<file path="src/rtl/lcd_read_controller.sv">
// HD44780 read-cycle engine: single BF/AC or DDRAM read, or busy-flag poll.
// Owns RW/RS/EN and the data bus direction while a read is in flight.
module lcd_read_controller #(
  parameter int CLK_Divide = 16,
  parameter int SETUP_CYC  = 2,
  parameter int HOLD_CYC   = 2,
  parameter int POLL_MAX   = 1000
) (
  input  logic       iCLK,
  input  logic       iRST,
  input  logic       iStart,
  input  logic       iRS,
  input  logic       iPoll,
  input  logic [7:0] iLCD_DATA,
  output logic [7:0] oData,
  output logic       oDone,
  output logic       oTimeout,
  output logic       oLCD_RD,
  output logic       LCD_RW,
  output logic       LCD_RS,
  output logic       LCD_EN
);

  localparam logic [2:0] IDLE  = 3'd0;
  localparam logic [2:0] SETUP = 3'd1;
  localparam logic [2:0] EN_HI = 3'd2;
  localparam logic [2:0] HOLD  = 3'd3;
  localparam logic [2:0] CHECK = 3'd4;
  localparam logic [2:0] DONE  = 3'd5;

  localparam logic [15:0] SETUP_LAST = 16'(SETUP_CYC - 1);
  localparam logic [15:0] EN_LAST    = 16'(CLK_Divide);
  localparam logic [15:0] HOLD_LAST  = 16'(HOLD_CYC - 1);
  localparam logic [15:0] POLL_LIM   = 16'(POLL_MAX);

  logic [2:0]  state;
  logic [2:0]  state_nxt;
  logic        pre_start;
  logic        poll_q;
  logic [15:0] cnt;
  logic [15:0] attempts;

  logic start_edge;
  logic setup_end;
  logic en_end;
  logic hold_end;
  logic busy;
  logic retry;
  logic give_up;

  assign start_edge = (state == IDLE) & ~pre_start & iStart;
  assign setup_end  = (state == SETUP) & (cnt == SETUP_LAST);
  assign en_end     = (state == EN_HI) & (cnt == EN_LAST);
  assign hold_end   = (state == HOLD) & (cnt == HOLD_LAST);
  assign busy       = poll_q & oData[7];
  assign retry      = busy & (attempts < POLL_LIM);
  assign give_up    = busy & ~retry;

  // Previous iStart level for rising-edge detection.
  always_ff @(posedge iCLK) begin
    if (iRST) pre_start <= 1'b0;
    else      pre_start <= iStart;
  end

  // Next-state decode for the read cycle sequence.
  always_comb begin
    state_nxt = state;
    unique case (1'b1)
      (state == IDLE):  if (start_edge) state_nxt = SETUP;
      (state == SETUP): if (setup_end)  state_nxt = EN_HI;
      (state == EN_HI): if (en_end)     state_nxt = HOLD;
      (state == HOLD):  if (hold_end)   state_nxt = CHECK;
      (state == CHECK): state_nxt = retry ? SETUP : DONE;
      (state == DONE):  state_nxt = IDLE;
      default:          state_nxt = IDLE;
    endcase
  end

  // State register.
  always_ff @(posedge iCLK) begin
    if (iRST) state <= IDLE;
    else      state <= state_nxt;
  end

  // Phase timer, restarted at every phase boundary.
  always_ff @(posedge iCLK) begin
    if (iRST) begin
      cnt <= '0;
    end else if (start_edge | setup_end | en_end | hold_end) begin
      cnt <= '0;
    end else if (state == CHECK) begin
      cnt <= '0;
    end else if ((state == SETUP) | (state == EN_HI) | (state == HOLD)) begin
      cnt <= cnt + 16'd1;
    end
  end

  // Mode captured at the accepted start edge.
  always_ff @(posedge iCLK) begin
    if (iRST)            poll_q <= 1'b0;
    else if (start_edge) poll_q <= iPoll;
  end

  // Read attempt counter; saturates at the poll limit.
  always_ff @(posedge iCLK) begin
    if (iRST) begin
      attempts <= '0;
    end else if (start_edge) begin
      attempts <= '0;
    end else if (en_end && attempts != POLL_LIM) begin
      attempts <= attempts + 16'd1;
    end
  end

  // Bus sample on the last EN-high cycle.
  always_ff @(posedge iCLK) begin
    if (iRST)        oData <= 8'h00;
    else if (en_end) oData <= iLCD_DATA;
  end

  // Completion and timeout flags.
  always_ff @(posedge iCLK) begin
    if (iRST) begin
      oDone    <= 1'b0;
      oTimeout <= 1'b0;
    end else if (start_edge) begin
      oDone    <= 1'b0;
      oTimeout <= 1'b0;
    end else if (state == CHECK && give_up) begin
      oTimeout <= 1'b1;
    end else if (state == DONE) begin
      oDone    <= 1'b1;
    end
  end

  // Bus ownership, RW and RS: set on accept, released when done.
  always_ff @(posedge iCLK) begin
    if (iRST) begin
      oLCD_RD <= 1'b0;
      LCD_RW  <= 1'b0;
      LCD_RS  <= 1'b0;
    end else if (start_edge) begin
      oLCD_RD <= 1'b1;
      LCD_RW  <= 1'b1;
      LCD_RS  <= iPoll ? 1'b0 : iRS;
    end else if (state == DONE) begin
      oLCD_RD <= 1'b0;
      LCD_RW  <= 1'b0;
      LCD_RS  <= 1'b0;
    end
  end

  // EN is high exactly for the EN_HI phase.
  always_ff @(posedge iCLK) begin
    if (iRST)           LCD_EN <= 1'b0;
    else if (setup_end) LCD_EN <= 1'b1;
    else if (en_end)    LCD_EN <= 1'b0;
  end

endmodule

</file>
<file path="config.mk">
export PLATFORM = sky130hd
export DESIGN_NAME = lcd_read_controller
export DESIGN_NICKNAME = d
export VERILOG_FILES = /design/src/rtl/lcd_read_controller.sv
export SDC_FILE = /design/constraint.sdc
export NUM_CORES = 1
export LEC_CHECK = 0
export BUFFER_PORTS_ARGS = -buffer_cell sky130_fd_sc_hd__buf_2
export CAP_MARGIN = 20
export CORE_MARGIN = 2
export CORE_UTILIZATION = 55
export CTS_CLUSTER_SIZE = 10
export DETAILED_ROUTE_END_ITERATION = 16
export HOLD_SLACK_MARGIN = 0.08
export PLACE_DENSITY = 0.76
export SLEW_MARGIN = 15
export SYNTH_ARGS = -nofsm -noshare
export SYNTH_HDL_FRONTEND = slang
export SYNTH_SLANG_ARGS = --single-unit
</file>
<file path="constraint.sdc">
create_clock -name iCLK -period 2.9 [get_ports iCLK]
set_clock_uncertainty 0.1 [all_clocks]
set_input_delay 0.435 -clock iCLK [delete_from_list [all_inputs] [get_ports iCLK]]
set_output_delay 0.435 -clock iCLK [all_outputs]
set_load 0.005 [all_outputs]
</file>
==> reports/results.ini, run 1 <==
[grt]
first_global_vias=1726
grt_max_degree=19
grt_pass1_wl_mm=7.84
grtUsageTotal_pct=19.6
antenna_found_initial=0
grt_overflow_total=0

[timing]
rsz0062_at_grt=false
hold_violations=0
fin_crit_ns=2.36
finalSetupTns_ns=0
setup_viol=0
worst_pin_slew_ns=0.708
slew_headroom_pct=52.5
fmax_mhz=424
min_period_over_period_pct=81.2
slew_viol_final=0
fin_ws_ns=0.544

[clock_network]
cts_made_buffers=5
clk_latency_ns=0.30
h-tree-depth=2
clockBufferDepth=2
ctsResizeCount=0
clk_pin_slew_ns=0.09
cts_tree=done
cts-root-buf=clkbuf_8
ctsHoldBuffers=0
clkSinkCount=50
post_cts_buffers=0

[min_path]
hp-start=iStart
hold_depth=2
min_to=pre_start$_SDFF_PP0_
hp-class=input port to flop

[placement]
pre_cts_slack_ns=0.546
port_buffers=26
hpwlAfterDp_mm=3.26
gp_congestion=0.835

[layout]
final_common_cell=dfxtp_1
num-nets-final=320
drive_above_1_share_pct=13.5
syn_to_final_growth_pct=10.9
final_cell_mix=50 x dfxtp_1, 35 x nor2_1, 35 x nand2_1, 26 x buf_2, 19 x a21oi_1
antenna_cells=0

[synthesis]
synth_adder_area_share_pct=2.63
synth-edff-count=0
avgSynthCellArea_sq_um=8.46
yosys_warnings=0
synth_top_family_by_area=simple AND/OR/NAND/NOR gates
yosys.area_share.simple_pct=32.7
synth_nets=299
ys_seq_area_share_pct=42.1
synthArstFlopShare_pct=0
synth_ff_type=dfxtp_1
synth-compound-area-share_pct=9.37
muxShareOfSynthArea_pct=0.421
synth-xor-area-share_pct=9.21
ys_ff_latch=50
synth_cells=281
synth_area_sq_um=2380
ys_types=45

[worst_setup_path]
rr_worst_depth=7
reg2reg_to=attempts[13]$_SDFFE_PP0P_
criticalPathCategory=flop to flop
critPathArrivalTime_ns=2.49
worstPathRequired_ns=3.03
end_kind=flop
r2r_slack_ns=0.54
path_max_fanout=16
worstSetupStartpointType=flop
r2r-start=cnt[1]$_SDFFE_PP0P_
critPathMaxStageDelay_ns=0.56
cp_cell_sequence=inv_1 -> ha_1 -> and4bb_1 -> nand4_4 -> or2_1 -> or4_1 -> a21oi_1
cp_slowest_cell=or4_1

[die]
fp-row-count=23
die_area_sq_um=4860
coreArea_sq_um=4090
initial_core_util_pct=58.2
die_w_um=69.7
io-pin-count=27
die_h_um=69.7

[pwr]
ir_worst_vdd_mv=0.363
powerDensity_nw_per_um2=484
leakagePower_nw=0.977

[routing]
wl_mm=4.57
routed_via_density=5.56
ant_nets=0
vias=1964
drt_pass1_iterations=4
wl_per_cell_um=12.9
drt-initial-drc-count=118
drc_errors=0

[outcome]
outcome=finished, final reports clean

[run]
drv_cap=0

==> cells in the mapped netlist (2+ instances only) <==
cell type / number / share of area, %
and4_1: 6 / 2.2
and3_1: 5 / 1.3
nand3_1: 13 / 2.7
nor3_1: 11 / 2.3
or4_1: 3 / 0.95
o211ai_1: 2 / 0.63
dfxtp_1: 50 / 42
inv_1: 6 / 0.95
nand3b_1: 2 / 0.63
ha_1: 5 / 2.6
a31oi_1: 3 / 0.79
and2_1: 3 / 0.79
xnor2_1: 11 / 4.1
clkbuf_1: 11 / 1.7
nand2_1: 35 / 5.5
nand4_1: 9 / 2.4
nor4_4: 2 / 1.8
o21ai_0: 3 / 0.63
nor4bb_1: 2 / 0.84
xor2_1: 14 / 5.2
a21oi_1: 19 / 4.0
nor2_1: 35 / 5.5
or3_1: 3 / 0.79
nor2b_1: 6 / 1.6
a211oi_1: 2 / 0.63
==> per-stage QoR <==
step	hold slack, ns	area (sq um)	std cells	util, %	power [mW]
CTS	0.259	2640	353	64.5	1.29
detailed placement	0.342	2530	345	61.9	0.816
floorplan	0.342	2380	281	-	0.788
global placement	0.334	2530	345	61.9	0.815
finish	0.261	2640	353	64.5	1.28
global route	0.268	2640	353	64.5	1.33
==> power by group <==
| part | total, mW | internal [mW] | switching, mW | leakage (nW) |
|---|---|---|---|---|
| registers | 0.707 | 0.696 | 0.0116 | 0.404 |
| logic | 0.0928 | 0.0391 | 0.0537 | 0.521 |
| clock network | 0.477 | 0.258 | 0.218 | 0.0524 |
==> sequential cells by signal, indices dropped and copies added (netlist names) <==
signal	cells
attempts	16
poll_q	1
oTimeout	1
LCD_RW	1
LCD_EN	1
oData	8
cnt	16
oDone	1
LCD_RS	1
state	3
pre_start	1
==> cell families after synthesis <==
kind of cell    count (synthesis)
mux                             1
simple gates                  143
compound gates                 36
fa+ha+maj                       5
xor+xnor                       25
buf+inv                        21
flops                          50
==> how the worst max path moves through the flow <==
stage | start | endpoint | slack [ns]
detailed placement | cnt[1]$_SDFFE_PP0P_ | attempts[13]$_SDFFE_PP0P_ | 0.55
floorplan | cnt[0]$_SDFFE_PP0P_ | attempts[13]$_SDFFE_PP0P_ | 0.84
finish | cnt[1]$_SDFFE_PP0P_ | attempts[13]$_SDFFE_PP0P_ | 0.54
global placement | cnt[0]$_SDFFE_PP0P_ | attempts[13]$_SDFFE_PP0P_ | 0.61
global route | cnt[1]$_SDFFE_PP0P_ | attempts[13]$_SDFFE_PP0P_ | 0.35
CTS | cnt[1]$_SDFFE_PP0P_ | attempts[13]$_SDFFE_PP0P_ | 0.53
==> worst max-delay path: cells and delay by family (launching register included) <==
kind | cells | cell delay (ns)
and+or+nand+nor | 4 | 1.45
buffers and inverters | 1 | 0.09
AOI/OAI and AO/OA | 1 | 0.14
adders and majority gates | 1 | 0.15
DFF | 1 | 0.35
==> layer usage <==
metal  global-route usage, %  vias up  routed length (um)
met5                       0        -                   0
met4                    6.84        0                  75
met3                    4.80        7                 178
met2                    31.3       49                2130
met1                    26.0      890                2180
li1                        -     1018                   -
==> area by class of cell <==
type | instances | area, sq um
clock buffer | 7 | 76.3
inverter | 6 | 22.5
clock inverter | 1 | 30.0
sequential | 50 | 1000
fill | 352 | 1450
multi-input combinational | 210 | 1290
timing repair buffer | 29 | 153
tap | 50 | 62.6
(Power assumes the default switching activity.)
==> run 2: changes to the inputs <==
ABC_AREA = 1   (was default)
CORE_UTILIZATION = 53   (was 55)
PLACE_DENSITY = 0.75   (was 0.76)
clock period = 1.9 ns   (was 2.9 ns; I/O delays follow)
==> reports/results.ini, run 2 <==
[outcome]
outcome=finished, final reports clean

[clock_network]
cts-root-buf=clkbuf_8
clk_pin_slew_ns=0.09
clockBufferDepth=2
clkSinkCount=50
cts_made_buffers=5
clk_latency_ns=0.31
h-tree-depth=2
ctsHoldBuffers=0
cts_tree=done

[timing]
min_period_over_period_pct=90.0
slew_viol_final=0
slew_headroom_pct=76.9
rsz0062_at_grt=false
fin_crit_ns=1.71
hold_ws_ns=0.0883
finalSetupTns_ns=0
setup_viol=0
fmax_mhz=585
fin_ws_ns=0.190
worst_pin_slew_ns=0.344
hold_violations=0

[layout]
fin_area_sq_um=3150
drive_above_1_share_pct=12.2
postLayoutCoreUtil_pct=61.7
final_cell_mix=139 x nand2_1, 61 x nor2_1, 49 x dfxtp_1, 43 x inv_1, 39 x a21oi_1
top_regs=attempts: 16 flops, cnt: 16 flops, oData: 8 flops
num-nets-final=485
syn_to_final_growth_pct=12.4
final_common_cell=nand2_1
antenna_cells=0

[routing]
drc_errors=0
routed_via_density=5.09
drt_pass1_iterations=4
wl_mm=5.93
wl_per_cell_um=11.0
ant_nets=0
vias=2737
drt-initial-drc-count=160

[grt]
grt_max_degree=20
first_global_vias=2435
grtUsageTotal_pct=21.3
grt_pass1_wl_mm=10.5
antenna_found_initial=0
grt_overflow_total=0

[synthesis]
synthArstFlopShare_pct=0
yosys.area.top_type=dfxtp_1
ys_ff_latch=50
synthTopCellsByArea=dfxtp_1 36%, nand2_1 19%, nor2_1 8.2%
ys_top_cells_by_count=139 x nand2_1, 61 x nor2_1, 50 x dfxtp_1, 43 x inv_1, 39 x a21oi_1
synth_area_sq_um=2800
ys_seq_area_share_pct=35.7
synth_nets=456
synth-edff-count=0
synth_cells=438
avgSynthCellArea_sq_um=6.40
synth_ff_type=dfxtp_1
synth_top_area_share_pct=35.7
yosys_warnings=0
yosys.cell_count.top_type=nand2_1
ys_types=27

[worst_setup_path]
r2r_slack_ns=0.19
reg2reg_to=cnt[15]$_SDFFE_PP0P_
crit_top_cell=inv_1
cp_cell_sequence=inv_1 -> ha_1 -> nand3_1 -> nor2_2 -> nand3_4 -> nand2_1 -> inv_1 -> nand2_2 -> a21oi_1
worstPathRequired_ns=1.99
end_kind=flop
cp_slowest_cell=dfxtp_1
critPathArrivalTime_ns=1.80
criticalPathCategory=flop to flop
r2r-start=cnt[0]$_SDFFE_PP0P_
worstSetupStartpointType=flop
startpoint=cnt[0]$_SDFFE_PP0P_
critPathMaxStageDelay_ns=0.36
path_max_fanout=13
rr_worst_depth=9

[die]
coreArea_sq_um=5110
die_w_um=76.7
die_h_um=76.7
die_area_sq_um=5890
io-pin-count=27
fp-row-count=26
initial_core_util_pct=54.9

[min_path]
hold_depth=3
hp-class=input port to flop
min_to=pre_start$_SDFF_PP0_
hp-start=iStart

[placement]
pre_cts_slack_ns=0.167
gp_congestion=0.864
hpwlAfterDp_mm=4.24
port_buffers=26
placed_area_sq_um=3010

[pwr]
powerDensity_nw_per_um2=675
ir_worst_vdd_mv=0.592
leakagePower_nw=1.25

[run]
drv_cap=0

## run 2: report_power, final
part | internal [mW] | switching (mW) | leakage (nW) | total, mW
Combinational | 0.102 | 0.162 | 0.788 | 0.263
Sequential | 1.07 | 0.0224 | 0.404 | 1.09
Clock | 0.395 | 0.374 | 0.0585 | 0.769
Total | 1.57 | 0.558 | 1.25 | 2.12
## run 2: kinds of logic (layout without fill, tap and decap cells)
kind of cell | count (synthesis) | count (layout) | synth area share, %
flip-flops | 50 | 50 | 35.7
buffers and inverters | 57 | 86 | 8.75
AND/OR/NAND/NOR | 248 | 249 | 37.9
adder cells (fa/ha/maj) | 5 | 5 | 2.23
XOR/XNOR | 10 | 10 | 3.13
AO/OA/AOI/OAI | 68 | 68 | 12.2
## run 2: critical path: cells and delay by family, from the launching register on
family / cells / cell delay [ns]
AO/OA/AOI/OAI: 1 / 0.08
flip-flops: 1 / 0.36
buffers and inverters: 2 / 0.16
adder cells (fa/ha/maj): 1 / 0.15
AND/OR/NAND/NOR: 5 / 0.74
## run 2: how the worst max path moves through the flow
stage	end	cells past startpoint
final	cnt[15]$_SDFFE_PP0P_	9
after detailed placement	attempts[8]$_SDFFE_PP0P_	8
after global placement	cnt[8]$_SDFFE_PP0P_	9
after floorplan	cnt[14]$_SDFFE_PP0P_	10
after CTS	attempts[8]$_SDFFE_PP0P_	8
after global routing	attempts[1]$_SDFFE_PP0P_	10
## run 2: metal layers
metal / part of all wire, % / vias to the layer above / global-route usage, %
met1: 48 / 1225 / 27.1
met2: 45 / 59 / 36.4
li1: - / 1446 / -
met3: 5.4 / 7 / 3.65
met4: 1.5 / 0 / 7.64
met5: 0 / - / 0
## run 2: stage by stage
step / power (mW) / std cells
detailed placement: 1.38 / 528
finish: 2.12 / 538
CTS: 2.15 / 536
floorplan: 1.29 / 438
global placement: 1.38 / 528
global route: 2.21 / 538
## run 2: final cells by class
type | instances | area (sq um)
fill | 492 | 1960
multi-input combinational | 332 | 1560
sequential | 50 | 1000
timing repair buffer | 35 | 223
inverter | 43 | 161
tap | 70 | 87.6
clock buffer | 5 | 68.8
clock inverter | 3 | 43.8
## run 2: what timing repair did
action                                  4_1_cts  5_1_grt
endpoints found under the setup margin        0       17
buffers inserted                              0        1
gates resized for setup                       0        1
==> run 3: changes to the inputs <==
RECOVER_POWER = 25   (was default)
==> reports/results.ini, run 3 (same netlist as run 2, synthesis figures left out) <==
[outcome]
outcome=finished, final reports clean

[grt]
grt_overflow_total=0
grtUsageTotal_pct=21.3
first_global_vias=2435
grt_max_degree=20
antenna_found_initial=0
grt_pass1_wl_mm=10.5

[timing]
fmax_mhz=584
slew_viol_final=0
slew_headroom_pct=63.4
worst_pin_slew_ns=0.549
hold_ws_ns=0.0883
fin_crit_ns=1.71
setup_viol=0
fin_ws_ns=0.189
min_period_over_period_pct=90.1
hold_violations=0
rsz0062_at_grt=false
finalSetupTns_ns=0

[clock_network]
clk_pin_slew_ns=0.09
clk_latency_ns=0.31
cts_tree=done
clockBufferDepth=2
ctsHoldBuffers=0
h-tree-depth=2
cts-root-buf=clkbuf_8
clkSinkCount=50
cts_made_buffers=5

[worst_setup_path]
cp_slowest_cell=dfxtp_1
worstPathRequired_ns=1.99
crit_top_cell=inv_1
r2r_slack_ns=0.19
end_kind=flop
r2r-start=cnt[0]$_SDFFE_PP0P_
path_max_fanout=13
criticalPathCategory=flop to flop
critPathArrivalTime_ns=1.80
rr_worst_depth=9
crit_cells=9
cp_cell_sequence=inv_1 -> ha_1 -> nand3_1 -> nor2_2 -> nand3_4 -> nand2_1 -> inv_1 -> nand2_2 -> a21oi_1
startpoint=cnt[0]$_SDFFE_PP0P_
worstSetupStartpointType=flop
crit_family=simple AND/OR/NAND/NOR gates
crit_buf_inv=2
reg2reg_to=cnt[15]$_SDFFE_PP0P_
crit_end=cnt[15]$_SDFFE_PP0P_
critPathMaxStageDelay_ns=0.36

[layout]
top_regs=attempts: 16 flops, cnt: 16 flops, oData: 8 flops
antenna_cells=0
syn_to_final_growth_pct=11.8
fin_area_sq_um=3130
final_common_cell=nand2_1
final_cells=538
num-nets-final=485
drive_above_1_share_pct=10.0
final_cell_mix=139 x nand2_1, 61 x nor2_1, 49 x dfxtp_1, 43 x inv_1, 39 x a21oi_1

[pwr]
leakagePower_nw=1.21
switchingPower_mw=0.559
p_seq_share_pct=51.4
swShare_pct=26.3
pwr-share-clk_pct=36.2
ir_worst_vdd_mv=0.593
p_int_mw=1.56
powerDensity_nw_per_um2=677
p_comb_share_pct=12.3

[placement]
placedCellCount=528
hpwlAfterDp_mm=4.24
port_buffers=26
placed_area_sq_um=3010
gp_congestion=0.864
pre_cts_slack_ns=0.167

[routing]
routed_via_density=5.10
drt_pass1_iterations=4
drt-initial-drc-count=148
drc_errors=0
wl_per_cell_um=11.1
wl_mm=5.95
ant_nets=0
vias=2743

[min_path]
hp-class=input port to flop

[die]
io-pin-count=27
fp-row-count=26
die_area_sq_um=5890
initial_core_util_pct=54.9
die_h_um=76.7
die_w_um=76.7
coreArea_sq_um=5110

[run]
drv_cap=0

==> run 3: changes by cell type in the layout (fill, tap and decap cells not counted) <==
cell,previous run,this run
clkbuf_1,0,10
buf_2,26,17
buf_4,7,6
==> run 3: area by class of cell <==
class | count | area [sq um]
Fill cell | 497 | 1970
Inverter | 43 | 161
Clock buffer | 5 | 68.8
Clock inverter | 3 | 43.8
Multi-Input combinational cell | 332 | 1560
Timing Repair Buffer | 35 | 208
Sequential cell | 50 | 1000
Tap cell | 70 | 87.6
==> run 3: layer usage <==
layer	up-vias	GRT usage, %	part of all wire [%]	wire, um
met5	-	0	0	0
met4	0	7.64	1.5	87
met3	7	3.65	5.0	296
met2	58	36.4	45	2690
met1	1231	27.1	48	2880
li1	1447	-	-	-
==> run 3: power groups by stage <==
stage	clock (mW)	combinational, mW	sequential [mW]
after floorplan	0	0.173	1.11
after global routing	0.822	0.295	1.10
after global placement	0	0.262	1.11
after CTS	0.792	0.265	1.09
after detailed placement	0	0.265	1.12
final	0.769	0.261	1.09
==> run 3: timing repair <==
action,CTS,global route
hold endpoints to repair,0,0
endpoints found under the setup margin,0,17
resized for setup,0,1
buffers inserted,0,1
==> run 3: worst register-to-register path, cell delays in order (launching register included) <==
cell     delay, ns
dfxtp_1       0.36
inv_1         0.11
ha_1          0.15
nand3_1       0.09
nor2_2        0.20
nand3_4       0.13
nand2_1       0.11
inv_1         0.05
nand2_2       0.22
a21oi_1       0.09
==> run 3: how the worst min path moves through the flow <==
stage | start | slack, ns | depth (start not counted) | end
6_report | iStart | 0.09 | 3 | pre_start$_SDFF_PP0_
5_1_grt | iLCD_DATA[7] | 0.11 | 3 | oData[7]$_SDFFE_PP0P_
4_1_cts | iStart | 0.08 | 3 | pre_start$_SDFF_PP0_
3_5_place_dp | poll_q$_SDFFE_PP0P_ | 0.34 | 2 | poll_q$_SDFFE_PP0P_
3_3_place_gp | poll_q$_SDFFE_PP0P_ | 0.33 | 2 | poll_q$_SDFFE_PP0P_
2_1_floorplan | iRST | 0.25 | 1 | oData[0]$_SDFFE_PP0P_
==> run 3: per-stage QoR <==
stage | total power, mW | util (%)
3_3_place_gp | 1.38 | 58.9
2_1_floorplan | 1.29 | -
4_1_cts | 2.15 | 61.1
6_report | 2.12 | 61.4
3_5_place_dp | 1.38 | 58.9
5_1_grt | 2.21 | 61.4
